<file path="src/rtl/div_pkg.sv">
// Shared types and widths for the divider issue/capture slice.
// Used by div_issue_ctrl and the other divider variants.
package div_pkg;

    localparam int DIV_N_W = 16;
    localparam int DIV_D_W = 8;

    typedef enum logic [1:0] {
        IDLE,
        SETTLE,
        DONE
    } div_state_e;

    typedef struct packed {
        logic [DIV_D_W-1:0] q;
        logic [DIV_D_W-1:0] r;
        logic               dz;
        logic               ovf;
    } div_res_t;

endpackage

</file>
<file path="src/rtl/div_issue_ctrl_if.sv">
// Operand and result valid/ready streams of div_issue_ctrl.
// Carries out_aerr only when DIV_RESIDUE_CHECK_EN is defined.
interface div_issue_ctrl_if
    import div_pkg::*;
#(
    parameter int N_W = DIV_N_W,
    parameter int D_W = DIV_D_W
);
    logic           in_valid;
    logic           in_ready;
    logic [N_W-1:0] in_n;
    logic [D_W-1:0] in_d;
    logic           out_valid;
    logic           out_ready;
    logic [D_W-1:0] out_q;
    logic [D_W-1:0] out_r;
    logic           out_dz;
    logic           out_ovf;
`ifdef DIV_RESIDUE_CHECK_EN
    logic           out_aerr;

    modport slave (
        input  in_valid, in_n, in_d, out_ready,
        output in_ready, out_valid, out_q, out_r,
        output out_dz, out_ovf, out_aerr
    );

    modport master (
        output in_valid, in_n, in_d, out_ready,
        input  in_ready, out_valid, out_q, out_r,
        input  out_dz, out_ovf, out_aerr
    );
`else
    modport slave (
        input  in_valid, in_n, in_d, out_ready,
        output in_ready, out_valid, out_q, out_r,
        output out_dz, out_ovf
    );

    modport master (
        output in_valid, in_n, in_d, out_ready,
        input  in_ready, out_valid, out_q, out_r,
        input  out_dz, out_ovf
    );
`endif
endinterface

</file>
<file path="src/rtl/div_range_check.sv">
// Combinational divide-by-zero / quotient-overflow screen.
// Only the dividend's upper half decides overflow.
module div_range_check #(
    parameter int D_W = 8
) (
    input  logic [D_W-1:0] n_hi,
    input  logic [D_W-1:0] d,
    output logic           dz,
    output logic           ovf
);

    assign dz  = (d == '0);
    assign ovf = !dz && (n_hi >= d);

endmodule

</file>
<file path="src/rtl/div_issue_ctrl.sv">
// Issue/capture controller around the combinational array divider.
// Optional residue check of the array result: DIV_RESIDUE_CHECK_EN.
module div_issue_ctrl
    import div_pkg::*;
#(
    parameter int N_W           = DIV_N_W,
    parameter int D_W           = DIV_D_W,
    parameter int SETTLE_CYCLES = 1
) (
    input  logic           clk,
    input  logic           rst_n,
    div_issue_ctrl_if.slave bus,
    output logic [N_W-1:0] div_n,
    output logic [D_W-1:0] div_d,
    input  logic [D_W-1:0] div_q,
    input  logic [D_W-1:0] div_r
);

    localparam logic [3:0] CNT_INIT = 4'(SETTLE_CYCLES - 1);

    div_state_e state;
    div_state_e state_nxt;
    logic [3:0] cnt;
    div_res_t   res;
    logic       dz;
    logic       ovf;
    logic       accept;
    logic       cap;
    logic       aerr;
    logic       aerr_nxt;

    div_range_check #(
        .D_W (D_W)
    ) u_range (
        .n_hi (bus.in_n[N_W-1:D_W]),
        .d    (bus.in_d),
        .dz   (dz),
        .ovf  (ovf)
    );

`ifdef DIV_RESIDUE_CHECK_EN
    logic [N_W-1:0] prod;
    logic [N_W-1:0] resid;

    // q*d + r must rebuild the dividend and r must stay below d
    assign prod     = {{(N_W-D_W){1'b0}}, div_q}
                    * {{(N_W-D_W){1'b0}}, div_d};
    assign resid    = prod + {{(N_W-D_W){1'b0}}, div_r};
    assign aerr_nxt = (resid != div_n) | (div_r >= div_d);
    assign bus.out_aerr = aerr;
`else
    assign aerr_nxt = 1'b0;
`endif

    always_ff @(posedge clk or negedge rst_n) begin
        if (!rst_n) state <= IDLE;
        else        state <= state_nxt;
    end

    always_comb begin
        state_nxt     = state;
        bus.in_ready  = 1'b0;
        bus.out_valid = 1'b0;
        accept        = 1'b0;
        cap           = 1'b0;
        unique case (1'b1)
            (state == IDLE): begin
                bus.in_ready = 1'b1;
                if (bus.in_valid) begin
                    accept    = 1'b1;
                    state_nxt = (dz | ovf) ? DONE : SETTLE;
                end
            end
            (state == SETTLE): begin
                if (cnt == '0) begin
                    cap       = 1'b1;
                    state_nxt = DONE;
                end
            end
            (state == DONE): begin
                bus.out_valid = 1'b1;
                if (bus.out_ready) state_nxt = IDLE;
            end
            default: state_nxt = IDLE;
        endcase
    end

    always_ff @(posedge clk or negedge rst_n) begin
        if (!rst_n) begin
            div_n <= '0;
            div_d <= '0;
            cnt   <= '0;
            res   <= '0;
            aerr  <= 1'b0;
        end else if (accept) begin
            div_n <= bus.in_n;
            div_d <= bus.in_d;
            cnt   <= CNT_INIT;
            if (dz | ovf) begin
                res.q   <= '1;
                res.r   <= dz ? bus.in_n[D_W-1:0] : '0;
                res.dz  <= dz;
                res.ovf <= ovf;
                aerr    <= 1'b0;
            end
        end else if (cap) begin
            res.q   <= div_q;
            res.r   <= div_r;
            res.dz  <= 1'b0;
            res.ovf <= 1'b0;
            aerr    <= aerr_nxt;
        end else if (state == SETTLE) begin
            cnt <= cnt - 4'd1;
        end
    end

    assign bus.out_q   = res.q;
    assign bus.out_r   = res.r;
    assign bus.out_dz  = res.dz;
    assign bus.out_ovf = res.ovf;

endmodule

</file>
<file path="src/flat_wrapper.sv">
// flat-port wrapper written by rule: the top's interface ports become plain ports
module div_issue_ctrl_flat import div_pkg::*;
#(
    parameter int N_W           = DIV_N_W,
    parameter int D_W           = DIV_D_W,
    parameter int SETTLE_CYCLES = 1
)
  (clk, rst_n, div_n, div_d, div_q, div_r, bus_in_valid, bus_in_n, bus_in_d, bus_out_ready, bus_in_ready, bus_out_valid, bus_out_q, bus_out_r, bus_out_dz, bus_out_ovf);
  div_issue_ctrl_if #(.N_W(N_W), .D_W(D_W)) bus_i ();
  input  logic clk;
  input  logic rst_n;
  output logic [N_W-1:0] div_n;
  output logic [D_W-1:0] div_d;
  input  logic [D_W-1:0] div_q;
  input  logic [D_W-1:0] div_r;
  input wire logic [$bits(bus_i.in_valid)-1:0] bus_in_valid;
  input wire logic [$bits(bus_i.in_n)-1:0] bus_in_n;
  input wire logic [$bits(bus_i.in_d)-1:0] bus_in_d;
  input wire logic [$bits(bus_i.out_ready)-1:0] bus_out_ready;
  output wire logic [$bits(bus_i.in_ready)-1:0] bus_in_ready;
  output wire logic [$bits(bus_i.out_valid)-1:0] bus_out_valid;
  output wire logic [$bits(bus_i.out_q)-1:0] bus_out_q;
  output wire logic [$bits(bus_i.out_r)-1:0] bus_out_r;
  output wire logic [$bits(bus_i.out_dz)-1:0] bus_out_dz;
  output wire logic [$bits(bus_i.out_ovf)-1:0] bus_out_ovf;
  assign bus_i.in_valid = bus_in_valid;
  assign bus_i.in_n = bus_in_n;
  assign bus_i.in_d = bus_in_d;
  assign bus_i.out_ready = bus_out_ready;
  assign bus_in_ready = bus_i.in_ready;
  assign bus_out_valid = bus_i.out_valid;
  assign bus_out_q = bus_i.out_q;
  assign bus_out_r = bus_i.out_r;
  assign bus_out_dz = bus_i.out_dz;
  assign bus_out_ovf = bus_i.out_ovf;
  div_issue_ctrl #(.N_W(N_W), .D_W(D_W), .SETTLE_CYCLES(SETTLE_CYCLES)) u_core (.clk(clk), .rst_n(rst_n), .bus(bus_i), .div_n(div_n), .div_d(div_d), .div_q(div_q), .div_r(div_r));
endmodule
</file>
<file path="config.mk">
export PLATFORM = sky130hd
export DESIGN_NAME = div_issue_ctrl_flat
export DESIGN_NICKNAME = d
export VERILOG_FILES = /design/src/rtl/div_pkg.sv /design/src/rtl/div_issue_ctrl_if.sv /design/src/rtl/div_range_check.sv /design/src/rtl/div_issue_ctrl.sv /design/src/flat_wrapper.sv
export SDC_FILE = /design/constraint.sdc
export NUM_CORES = 1
export LEC_CHECK = 0
export ABC_CLOCK_PERIOD_IN_PS = 1800
export CAP_MARGIN = 20
export CORE_ASPECT_RATIO = 1.1
export CORE_UTILIZATION = 35
export DETAILED_ROUTE_END_ITERATION = 16
export GPL_ROUTABILITY_DRIVEN = 0
export PLACE_DENSITY = 0.73
export SYNTH_ARGS = -nofsm -noshare
export SYNTH_HDL_FRONTEND = slang
export SYNTH_SLANG_ARGS = --single-unit
</file>
<file path="constraint.sdc">
create_clock -name clk -period 1.8 [get_ports clk]
set_input_delay 0.27 -clock clk [delete_from_list [all_inputs] [get_ports clk]]
set_output_delay 0.27 -clock clk [all_outputs]
set_load 0.01 [all_outputs]
</file>
=== Word-level counts from Yosys, hierarchy flattened ===
Cells that the tools add are included.

* Bits in latches: 0
* Bits in read-only memories: 0
* Register bits: 48
* Word-level logic and storage cells: 46
* Output and inout port bits: 44
* Memory bits (writable): 0
* Input bits: 44
* Memories kept: 0

* $mul: 0
* Mux-type cells: 18
* $lt $le $gt $ge: 1
* Shift operators: 0
* Divide/modulo/power cells: 0
* Eq/ne operators: 7
* Reduce and logical (&&, ||, !) cells: 10
* Add/subtract/negate cells: 1
* Bitwise gates (word level): 1

{| class="wikitable"
|+ Operators by type and width
! kind !! number
|-
| 2-to-1 mux 18 bit || 3
|-
| 2-to-1 mux 4 bit || 3
|-
| >= comparator 8 bit || 1
|-
| logical NOT 8 bit || 1
|-
| 2-to-1 mux 2 bit || 4
|-
| 2-to-1 mux 8 bit || 1
|-
| 2-to-1 mux 1 bit || 6
|-
| != test 2 bit (second input constant) || 3
|-
| case mux 2 bit (3 select lines) || 1
|-
| logical NOT 4 bit || 1
|-
| != test 2 x 1 -> 1 bit (second input constant) || 2
|-
| AND reduction 2 bit || 2
|-
| nonzero test 2 bit || 2
|-
| subtractor 4 x 1 -> 4 bit (second input constant) || 1
|-
| AND reduction 3 bit || 1
|-
| equality test 2 x 1 -> 1 bit (second input constant) || 1
|-
| equality test 2 bit (second input constant) || 1
|-
| logical NOT 2 bit || 1
|-
| logical AND 1 bit || 1
|-
| logical NOT 1 bit || 1
|-
| OR 1 bit || 1
|}

=== Longest topological paths before layout ===
* Word-level depth: 7
* Gate-level depth with buffers: 9
* Gate-level depth less buffers: 7

=== Hierarchy ===
From an unflattened synthesis, not the netlist that was laid out.

* Cell total of the unflattened synthesis: 182
* Area, all modules: 2294.7 um^2

{| class="wikitable"
|+ By module, submodules not included
! module !! area an instance (um^2) !! cells each !! sequential area each (um^2) !! instances
|-
| div_issue_ctrl || 2065.7 || 154 || 1201.2 || 1
|-
| div_range_check || 229.0 || 28 || 0.0 || 1
|}

=== Least setup slack after synthesis ===
Ideal clock, no wire load.

* Path kind: reg-to-reg
* From: reg u_core.cnt[0]
* To: reg u_core.res (netlist bit u_core.bus.out_r[4])
* Required time: 1668 ps
* Arrival time: 1738 ps
* Cell stages (with the launch flop): 10
* Setup time: 132 ps
* Period minus slack after synthesis: 1869 ps
* Path buffers: 2
* Setup slack: -69 ps
* Cell sequence: dfrtp_1 > inv_1 > ha_1 > or3b_4 > or2_1 > buf_6 > and3_4 > buf_6 > a21oi_1 > a31oi_1

* Word-level cells in the longest chain between the ends: 5

{| class="wikitable"
|+ RTL lines
! element !! RTL line !! RTL
|-
| start, declared || div_issue_ctrl.sv:23 || <nowiki>logic [3:0] cnt;</nowiki>
|-
| start signal, assigned || div_issue_ctrl.sv:113 || <nowiki>cnt <= cnt - 4'd1;</nowiki>
|-
| logical NOT 4 bit || div_issue_ctrl.sv:75 || <nowiki>if (cnt == '0) begin</nowiki>
|-
| 2-to-1 mux 1 bit || div_issue_ctrl.sv:75 ||
|-
| 2-to-1 mux 1 bit || div_issue_ctrl.sv:66 || <nowiki>unique case (1'b1)</nowiki>
|-
| nonzero test 2 bit (no source line) || -- ||
|-
| AND reduction 2 bit (no source line) || -- ||
|-
| end, declared || div_issue_ctrl.sv:24 || <nowiki>div_res_t res;</nowiki>
|}

No other way between the ends.
A chain may end at the register's enable or synchronous reset.

=== Worst setup path after layout ===
* From: reg u_core.cnt[1]
* To: reg u_core.res (netlist bit u_core.bus.out_r[1])

Same word-level chain as after synthesis.

==> results.rst <==
.. list-table::
   :header-rows: 1

   * - Metric
     - Value
   * - Outcome
     - complete, but fails checks
   * - Violated checks
     - setup timing
   * - Final cycle utilization of the critical path
     - 102.7%
   * - Endpoint, Worst Hold
     - u_core.div_n[9]$_DFFE_PN0P_
   * - P_sw
     - 1.998 mW
   * - Count of final setup violators
     - 9
   * - Worst setup slack before clock tree synthesis
     - -0.5311 ns
   * - Syn Inst Count
     - 250
   * - Sequential group share of total power
     - 33.0%
   * - R2R setup slack
     - -0.05 ns
   * - Area added between synthesis and finish
     - 64.45%
   * - Hold path startpoint
     - bus_in_n[9]
   * - Number of H-tree levels
     - 2
   * - Fin crit period
     - 1.848 ns
   * - Launching point of the worst reg2reg path
     - u_core.cnt[1]$_DFFE_PN0P_
   * - Vias in the first global route
     - around 2200
   * - Total buffers and inverters traversed by the critical path
     - 1
   * - Number of rows created at floorplan
     - 30
   * - Kind of cell adding the most delay to the critical path
     - simple AND/OR/NAND/NOR gates
   * - Leakage power
     - 1.813 nW
   * - Number of antenna violations at the first check in global routing
     - 0
   * - Unrepaired setup endpoints after global routing
     - true
   * - Number of filler instances in the final layout
     - 546
   * - Critical path cell sequence
     - inv_2, ha_4, or3b_4, or2_4, and3_4, a21oi_2, a31oi_1
   * - Leading cell types in the layout, fill and taps excluded
     - clkdlybuf4s50_1, nand2_1, dfrtp_1
   * - Share of synthesized flip-flops with an asynchronous set or reset
     - 100.0%
   * - Chip width
     - approximately 80 um
   * - Ranking of synthesized cells by area
     - dfrtp_1, nand2_1, ha_1
   * - Fraction of final layout cells sized beyond drive strength 1
     - 22.19%
   * - Clock Tree Buf Depth
     - 2
   * - WP data arrival
     - between 2 and 2.5 ns
   * - Worst-margin pin slew
     - 0.3785 ns
   * - Clock skew
     - 0.01319 ns
   * - FF+latch count, synth
     - 48
   * - Total via count in the routed design
     - ~2300
   * - Combined global-route utilization of all metal layers
     - 19.39%
   * - Critical path launch point type
     - flip-flop
   * - Worst reg-to-reg path cell count
     - 7
   * - Total Negative Setup Slacks
     - -0.2344 ns
   * - Kind of critical path
     - flip-flop to flip-flop
   * - Port Buf Inserts
     - 87
   * - Final standard cell area without fillers
     - around 3800 um2
   * - Combinational cell fraction of total power
     - slightly above 50%
   * - Final antenna-violating net count
     - 0
   * - Total congestion overflow
     - 0
   * - Areal power density over the cells
     - 1488 nW/um2
   * - Post-route setup slack
     - -0.04791 ns
   * - Biggest area consumer among synthesized cells
     - dfrtp_1
   * - Predominant post-synthesis flop cell
     - dfrtp_1
   * - Switching power as a share of total power
     - 35.00%
   * - Synthesized area per cell
     - 9.334 um2
   * - Pin count of the biggest net entering global routing
     - 31
   * - Number of flops mapped to enable cells by yosys
     - 0
   * - Highest net fanout along the worst path
     - 8
   * - Root buf cell
     - clkbuf_8
   * - Most common cell after layout, fill and taps aside
     - clkdlybuf4s50_1
   * - Full die area
     - 6998 um2
   * - Distinct cell type count of the synthesized netlist
     - 36
   * - Category of the worst setup path capture point
     - flip-flop
   * - Master of the slowest instance on the critical path
     - dfrtp_1
   * - Vias per std cell
     - 5.000
   * - Standard cell area after detailed placement
     - roughly 3500 um2
   * - Num ports
     - 88
   * - Clock-pin slew on the worst setup and hold paths
     - about 0.090 ns
   * - Cell Int Power
     - 3.711 mW
   * - Peak per-stage delay on the critical path
     - 0.40 ns
   * - Count of cell instances traversed by the critical path
     - 7
   * - DRC violations left
     - 0
   * - Achievable frequency
     - ~540 MHz
   * - Final-stage net count
     - 427
   * - Clock buffer count from CTS
     - 5
   * - First-pass GRT wire length
     - 10310 um
   * - Peak supply drop
     - 0.7444 mV
   * - HPWL reported at the end of detailed placement
     - ~4700 um
   * - Relative slew slack
     - about three quarters
   * - Floorplan core area
     - around 6300 um2
   * - WL/cell
     - 14.68 um
   * - Cell count of the worst hold path
     - 3
   * - Antenna diode count
     - 0
   * - Yosys synthesis warning count
     - 0
   * - Max Transition Viols Final
     - 0
   * - Clock network fraction of total power
     - 16.6%
   * - Clock sink count
     - 48
   * - MaxCap Viol Count
     - 0
   * - Insertion delay of the later-clocked pin in the worst-skew pair
     - between 0.3 and 0.4 ns
   * - First-pass iteration count of the detailed router
     - 4
   * - Req. time, crit path
     - 1.99 ns
   * - Worst hold path type
     - input pin to flip-flop
   * - End of the worst register-to-register path
     - u_core.bus.out_r[1]$_DFFE_PN0P_
   * - DIE HEIGHT
     - 87.64 um
   * - Part of the Yosys area used for sequential elements
     - 51.47%
   * - Total Routed Length
     - 6664 um
   * - Post-Synthesis Cell Area
     - ~2300 um2
   * - Clock tree from TritonCTS
     - done
   * - Number of endpoints with negative hold slack in the final report
     - 0
   * - Total nets after synthesis
     - 304
   * - Top-area cell type share of the netlist area
     - 51.47%
   * - Initial Utilization
     - 37.00%
   * - Number of design-rule violations left by the first detailed-router iteration
     - 113
## power groups by stage
stage	clock network [mW]	registers (mW)	logic [mW]
global route	1.02	1.94	3.15
CTS	0.968	1.88	2.74
global placement	0	1.88	2.57
detailed placement	0	1.89	2.65
floorplan	0	2.06	1.02
finish	0.950	1.88	2.88
## final cells by class
| class | count | area [um2] | area share [%] |
|---|---|---|---|
| clock buffer | 5 | 68.82 | 1.793 |
| clock inverter | 3 | 68.82 | 1.793 |
| inverter | 19 | 71.32 | 1.858 |
| multi-input combinational | 173 | 1114 | 29.02 |
| sequential | 48 | 1201 | 31.30 |
| tap | 80 | 100.1 | 2.608 |
| timing repair buffer | 126 | 1214 | 31.63 |
## state kept, by name, summed over array words and instances (netlist names)
| register | count |
|---|---|
| u_core.bus.out_ovf | 1 |
| u_core.div_d | 8 |
| u_core.cnt | 4 |
| u_core.div_n | 16 |
| u_core.bus.out_r | 8 |
| u_core.bus.out_dz | 1 |
| u_core.state | 2 |
| u_core.bus.out_q | 8 |
## metrics by stage
step | power (mW) | std cells | utilization, % | hold WS [ns]
6_report | 5.709 | 454 | 60.85 | 0.2176
5_1_grt | 6.113 | 454 | 60.85 | 0.2343
4_1_cts | 5.586 | 451 | 59.17 | 0.3251
3_5_place_dp | 4.538 | 437 | 55.18 | 0.2101
3_3_place_gp | 4.454 | 437 | 55.18 | 0.2070
2_1_floorplan | 3.081 | 250 | - | -0.02559
## cell usage after synthesis (2+ instances only)
cell type / n
nand4_1: 5
o21ai_0: 13
o211ai_1: 3
nor2b_1: 3
xnor2_1: 2
dfrtp_1: 48
ha_1: 10
mux2_2: 5
buf_6: 2
a21o_1: 2
nor4_1: 2
nor4_4: 2
buf_2: 4
nor2_1: 6
inv_1: 19
a21oi_1: 11
clkbuf_1: 3
and3_1: 3
a31oi_1: 8
nand3_1: 16
nand2_1: 68
## worst max path at each step
stage               slack [ns]                 startpoint                              end
finish                   -0.05  u_core.cnt[1]$_DFFE_PN0P_  u_core.bus.out_r[1]$_DFFE_PN0P_
global route             -0.09  u_core.cnt[1]$_DFFE_PN0P_  u_core.bus.out_r[1]$_DFFE_PN0P_
CTS                     0.0008  u_core.cnt[0]$_DFFE_PN0P_    u_core.bus.out_dz$_DFFE_PN0P_
detailed placement       -0.53                bus_in_d[3]  u_core.bus.out_r[2]$_DFFE_PN0P_
global placement         -0.40                bus_in_d[3]  u_core.bus.out_r[2]$_DFFE_PN0P_
floorplan                -0.07  u_core.cnt[0]$_DFFE_PN0P_  u_core.bus.out_r[4]$_DFFE_PN0P_
## routing by layer
layer  GRT usage (%)  vias to the layer above  share of wire, %
li1                -                     1091                 -
met1           25.35                     1092                43
met2           31.47                       76                49
met3           3.750                       11               5.5
met4           8.279                        0               2.1
met5               0                        -                 0
## repair_timing
action	CTS	global route
setup endpoints to repair	20	18
resized for setup	22	22
gates cloned	1	0
hold buffers	1	0
endpoints found under the hold margin	14	0
pin swaps	9	15
setup buffers	4	3
## tightest hold or removal path, cell delays in order
cell	delay [ns]
dlymetal6s2s_1	0.12
nand2_1	0.06
nand2_1	0.05
## cells by family after synthesis
kind of cell	Yosys count	synth area share, %
AO/OA/AOI/OAI	43	10.88
XOR/XNOR	2	0.7508
adder cells (fa/ha/maj)	10	5.362
buffers and inverters	29	5.523
flip-flops	48	51.47
multiplexers	5	2.413
AND/OR/NAND/NOR	113	23.59
No activity file was read; power rests on OpenSTA's default activity.
==> patch 1: new RTL, same settings <==
Reset style: synchronous (`rst_n`), changed in 2 clocked blocks.
--- a/src/rtl/div_issue_ctrl.sv
+++ b/src/rtl/div_issue_ctrl.sv
@@ -54,3 +54,3 @@
 
-    always_ff @(posedge clk or negedge rst_n) begin
+    always_ff @(posedge clk) begin
         if (!rst_n) state <= IDLE;
@@ -87,3 +87,3 @@
 
-    always_ff @(posedge clk or negedge rst_n) begin
+    always_ff @(posedge clk) begin
         if (!rst_n) begin
Behaviour: differs if rst_n is asserted again (counterexample within 4 cycles, from zero or initial values and one cycle with rst_n low); with rst_n held inactive, the same outputs for 10 cycles.
==> patch 1 against the unedited design <==
  * Area after synthesis is 7.6% lower
  * Register-to-register slack better by 0.08 ns
  * Routed wire length fell by 7.1%
  * Sequential cell count unchanged
  * Worst setup slack better by 0.070 ns
  * Final area shrank 5.1%
  * Critical path type is now in2reg
  * Largest cell class is now multi-input gates
Power is not compared: it rests on default switching activity, and its combinational part moved more than twofold at a synthesized area within 25%.
==> patch 1: results (changes against the unedited design) <==
global_route:
  grt_pass1_wl_um: 10010  # -2.9%
  grt_pass1_vias: 2179  # +0.23%
  grt_max_degree: 35  # +13%
  grtUsageTotal_pct: 19.27  # -0.12 points
timing:
  fin_skew_ns: 0.004966  # -0.008229 ns
  hold_ws_ns: 0.2416  # +0.02406 ns
  slew-limit-headroom_pct: 75.95  # +1.2 points
die:
  die_area_um2: 6481  # -7.4%
place:
  placed_cell_area_um2: 3354  # -3.6%
  hpwl_um: 4319  # -8.2%
  placed_cells: 427  # -2.3%
  dp_slack_ns: -0.7582  # -0.2271 ns
final_layout:
  stdcell_count: 441  # -2.9%
  flops_and_latches: 48  # unchanged
  drive_above_1_share_pct: 25.27  # +3.1 points
  fillers: 529  # -3.1%
  multi_input_area_share_pct: 34.99  # +6.0 points
  ff_latch_area_um2: 965.9  # -20%
  comb.multi_input.count: 172  # -0.58%
  num-nonclk-inverters: 11  # -8
  finalNetCount: 417  # -2.3%
  buf_share_pct: 32.21  # +0.58 points
  clkCellAreaFrac_pct: 2.232  # -1.4 points
worst_setup_path:
  r2r_setup_slack_ns: 0.03  # +0.08 ns
  crit_arrival_ns: 1.97  # -0.06 ns
  slowest_delay_ns: 0.44  # +0.04 ns
  r2r-end: "u_core.bus.out_q[6]$_SDFFE_PN0P_"
  crit_family: "compound AO/OA/AOI/OAI gates"
  critPathSlowestCell: "or3_4"
  crit_fanout: 5  # -3
  r2r_cells: 8  # +1
  r2r_start: "u_core.cnt[1]$_SDFFE_PP0P_"
route:
  drt_iter0_drc: 86  # -24%
  drt-total-wl_um: 6189  # -7.1%
  drc_errors: 0  # unchanged
  vias: 2191  # -3.5%
yosys:
  synth_cell_type_count: 38  # +5.6%
  ys_async_sr_fraction_pct: 0  # -100 points
  synth_area_leaders: "dfxtp_1 (45%), nand2_1 (9.9%), a21boi_1 (8.7%), ha_1 (5.2%), o221a_1 (4.7%)"
  avgSynthCellArea_um2: 8.733  # -6.4%
  ys.flop_type: "dfxtp_1"
  synthTopCellsByCount: "nand2_1 (57), dfxtp_1 (48), a21boi_1 (25)"
  ys_seq_area_share_pct: 44.55  # -6.9 points
  synth_nets: 300  # -1.3%
min_path:
  hp-start: "bus_in_n[14]"
  whs_endpoint: "u_core.div_n[14]$_SDFFE_PN0P_"
  hold_class: "in2reg"
clock_network:
  cts_buffers: 5  # unchanged
  cts_setup_buffers: 1  # -3
  ctsResizeCount: 51  # +130%
power:
  p_leak_nw: 1.438
run_status:
  status: "complete, no violations"
-- patch 1: cell types whose count changed after synthesis, moves of 9 or more --
cell | unedited run | this run
dfrtp_1 | 48 | 0
clkbuf_1 | 3 | 12
o221a_1 | 0 | 9
nand3_1 | 16 | 1
nor2_1 | 6 | 15
nand2_1 | 68 | 57
o21ai_0 | 13 | 0
a21boi_1 | 0 | 25
dfxtp_1 | 0 | 48
-- patch 1: how the worst max path moves through the flow --
stage,slack [ns],from,cells past startpoint,to
floorplan,-0.25,bus_in_n[14],8,u_core.bus.out_q[6]$_SDFFE_PN0P_
global placement,-0.72,bus_in_d[6],8,u_core.bus.out_q[0]$_SDFFE_PN0P_
detailed placement,-0.76,bus_in_d[6],9,u_core.bus.out_r[5]$_SDFFE_PN0P_
CTS,0.003,u_core.cnt[0]$_SDFFE_PP0P_,8,u_core.bus.out_ovf$_SDFFE_PN0P_
global route,-0.04,u_core.cnt[1]$_SDFFE_PP0P_,8,u_core.bus.out_q[1]$_SDFFE_PN0P_
finish,0.02,bus_in_d[1],8,u_core.bus.out_q[6]$_SDFFE_PN0P_
-- patch 1: per-layer routing --
| layer | up-vias | share of wire [%] | track usage, % |
|---|---|---|---|
| met2 | 69 | 49 | 33.20 |
| met4 | 0 | 1.3 | 6.119 |
| met1 | 1021 | 44 | 22.76 |
| met5 | - | 0 | 0 |
| li1 | 1093 | - | - |
| met3 | 8 | 6.3 | 5.870 |
-- patch 1: kinds of logic after synthesis --
kind of cell / synth area share [%]
multiplexers: 0.5220
flip-flops: 44.55
adder cells (fa/ha/maj): 5.221
AND/OR/NAND/NOR: 18.27
buffers and inverters: 5.684
AO/OA/AOI/OAI: 24.54
XOR/XNOR: 1.218
-- patch 1: worst min-delay path, cell delays in order --
cell and delay [ns]:
buf_2 0.12, nand2_1 0.05, a21boi_1 0.05
==> patch 2: new RTL, config.mk and constraints unchanged <==
Made on the original files. Encoding of `div_state_e`: now one-hot (3 bits for 3 states).
--- a/src/rtl/div_pkg.sv
+++ b/src/rtl/div_pkg.sv
@@ -7,6 +7,6 @@
 
-    typedef enum logic [1:0] {
-        IDLE,
-        SETTLE,
-        DONE
+    typedef enum logic [2:0] {
+        IDLE   = 3'b001,
+        SETTLE = 3'b010,
+        DONE   = 3'b100
     } div_state_e;
Behaviour: same outputs for any inputs over 10 cycles, from zero or initial values and one cycle with rst_n low; not proved beyond that.
==> patch 2 against the unedited design <==
  * The run still ends with setup timing left
  * Utilization decreased by 2.0 points
  * Synthesized cell count decreased by 10%
  * Worst setup slack got worse by 0.052 ns
  * Area after synthesis decreased by 1.9%
  * Routed wire length decreased by 13%
  * Worst hold slack got worse by 0.045 ns
  * Cell count decreased by 6.6%
  * Sequential cell count increased by 1
  * Maximum frequency decreased by 2.7%
  * Power decreased by 7.0%
  * Final area decreased by 4.4%
  * Critical path type unchanged
  * Largest cell class is now flip-flops and latches
  * Highest routed layer unchanged
==> patch 2: results (changes against the unedited design) <==
run_status:
  status: "finished with violations"
  violations: "setup timing"
route:
  met2_length_um: 2932  # -11%
  drt_iter0_drc: 58  # -49%
worst_setup_path:
  r2r_cells: 6  # -1
  slowest_delay_ns: 0.58  # +0.18 ns
  crit_arrival_ns: 2.09  # +0.06 ns
  r2r_start: "u_core.state[0]$_DFFE_PN1P_"
  r2r-end: "u_core.bus.out_r[6]$_DFFE_PN0P_"
  crit_family: "flip-flops"
yosys:
  synthTopCellsByCount: "nand2_1 (69), dfrtp_1 (48), o21ai_0 (23)"
  synth_area_leaders: "dfrtp_1 (52%), nand2_1 (11%), ha_1 (5.5%), o21ai_0 (5.0%), o22a_2 (3.5%)"
  ys_seq_area_share_pct: 53.64  # +2.2 points
place:
  hpwl_um: 4101  # -13%
  dp_slack_ns: -0.6660  # -0.1349 ns
  placed_cells: 408  # -6.6%
  placed_cell_area_um2: 3425  # -1.6%
min_path:
  hp-start: "bus_in_n[12]"
  whs_endpoint: "u_core.div_n[12]$_DFFE_PN0P_"
timing:
  hold_ws_ns: 0.1725  # -0.04508 ns
  setup_violations: 14  # +5
  tns_ns: -1.153  # -0.9189 ns
  slew-limit-headroom_pct: 73.45  # -1.3 points
  timing.final.ws_setup_ns: -0.09982  # -0.05191 ns
global_route:
  grt_pass1_vias: 2079  # -4.4%
  use_met3_pct: 5.158  # +1.4 points
  grt_use_met1_pct: 20.57  # -4.8 points
final_layout:
  fillers: 561  # +2.7%
power:
  switching_share_pct: 33.47  # -1.5 points
clock_network:
  cts_setup_buffers: 3  # -1
patch 2: power groups by stage:
stage               Combinational (mW)  Sequential, mW  Clock, mW
global route                      3.03            1.91      0.758
floorplan                        0.936            2.04          0
CTS                               2.71            1.85      0.713
detailed placement                2.52            1.85          0
global placement                  2.48            1.85          0
finish                            2.77            1.85      0.689
patch 2: kinds of logic (layout without fill, tap and decap cells):
kind of cell	count (synthesis)	count (layout)	share of synthesized area [%]
buf+inv	18	137	3.390
xor+xnor	2	2	0.7656
fa+ha+maj	10	10	5.467
flops	49	49	53.64
simple gates	92	92	18.37
compound gates	46	46	14.11
mux	8	8	4.264
patch 2: layout make-up:
cell class              count  share of cell area (%)
inverters                  11                   1.125
flip-flops and latches     49                   33.48
clock buffers               7                   2.353
multi-input cells         158                   29.25
well taps                  80                   2.728
clock inverters             1                  0.2046
repair buffers            118                   30.86
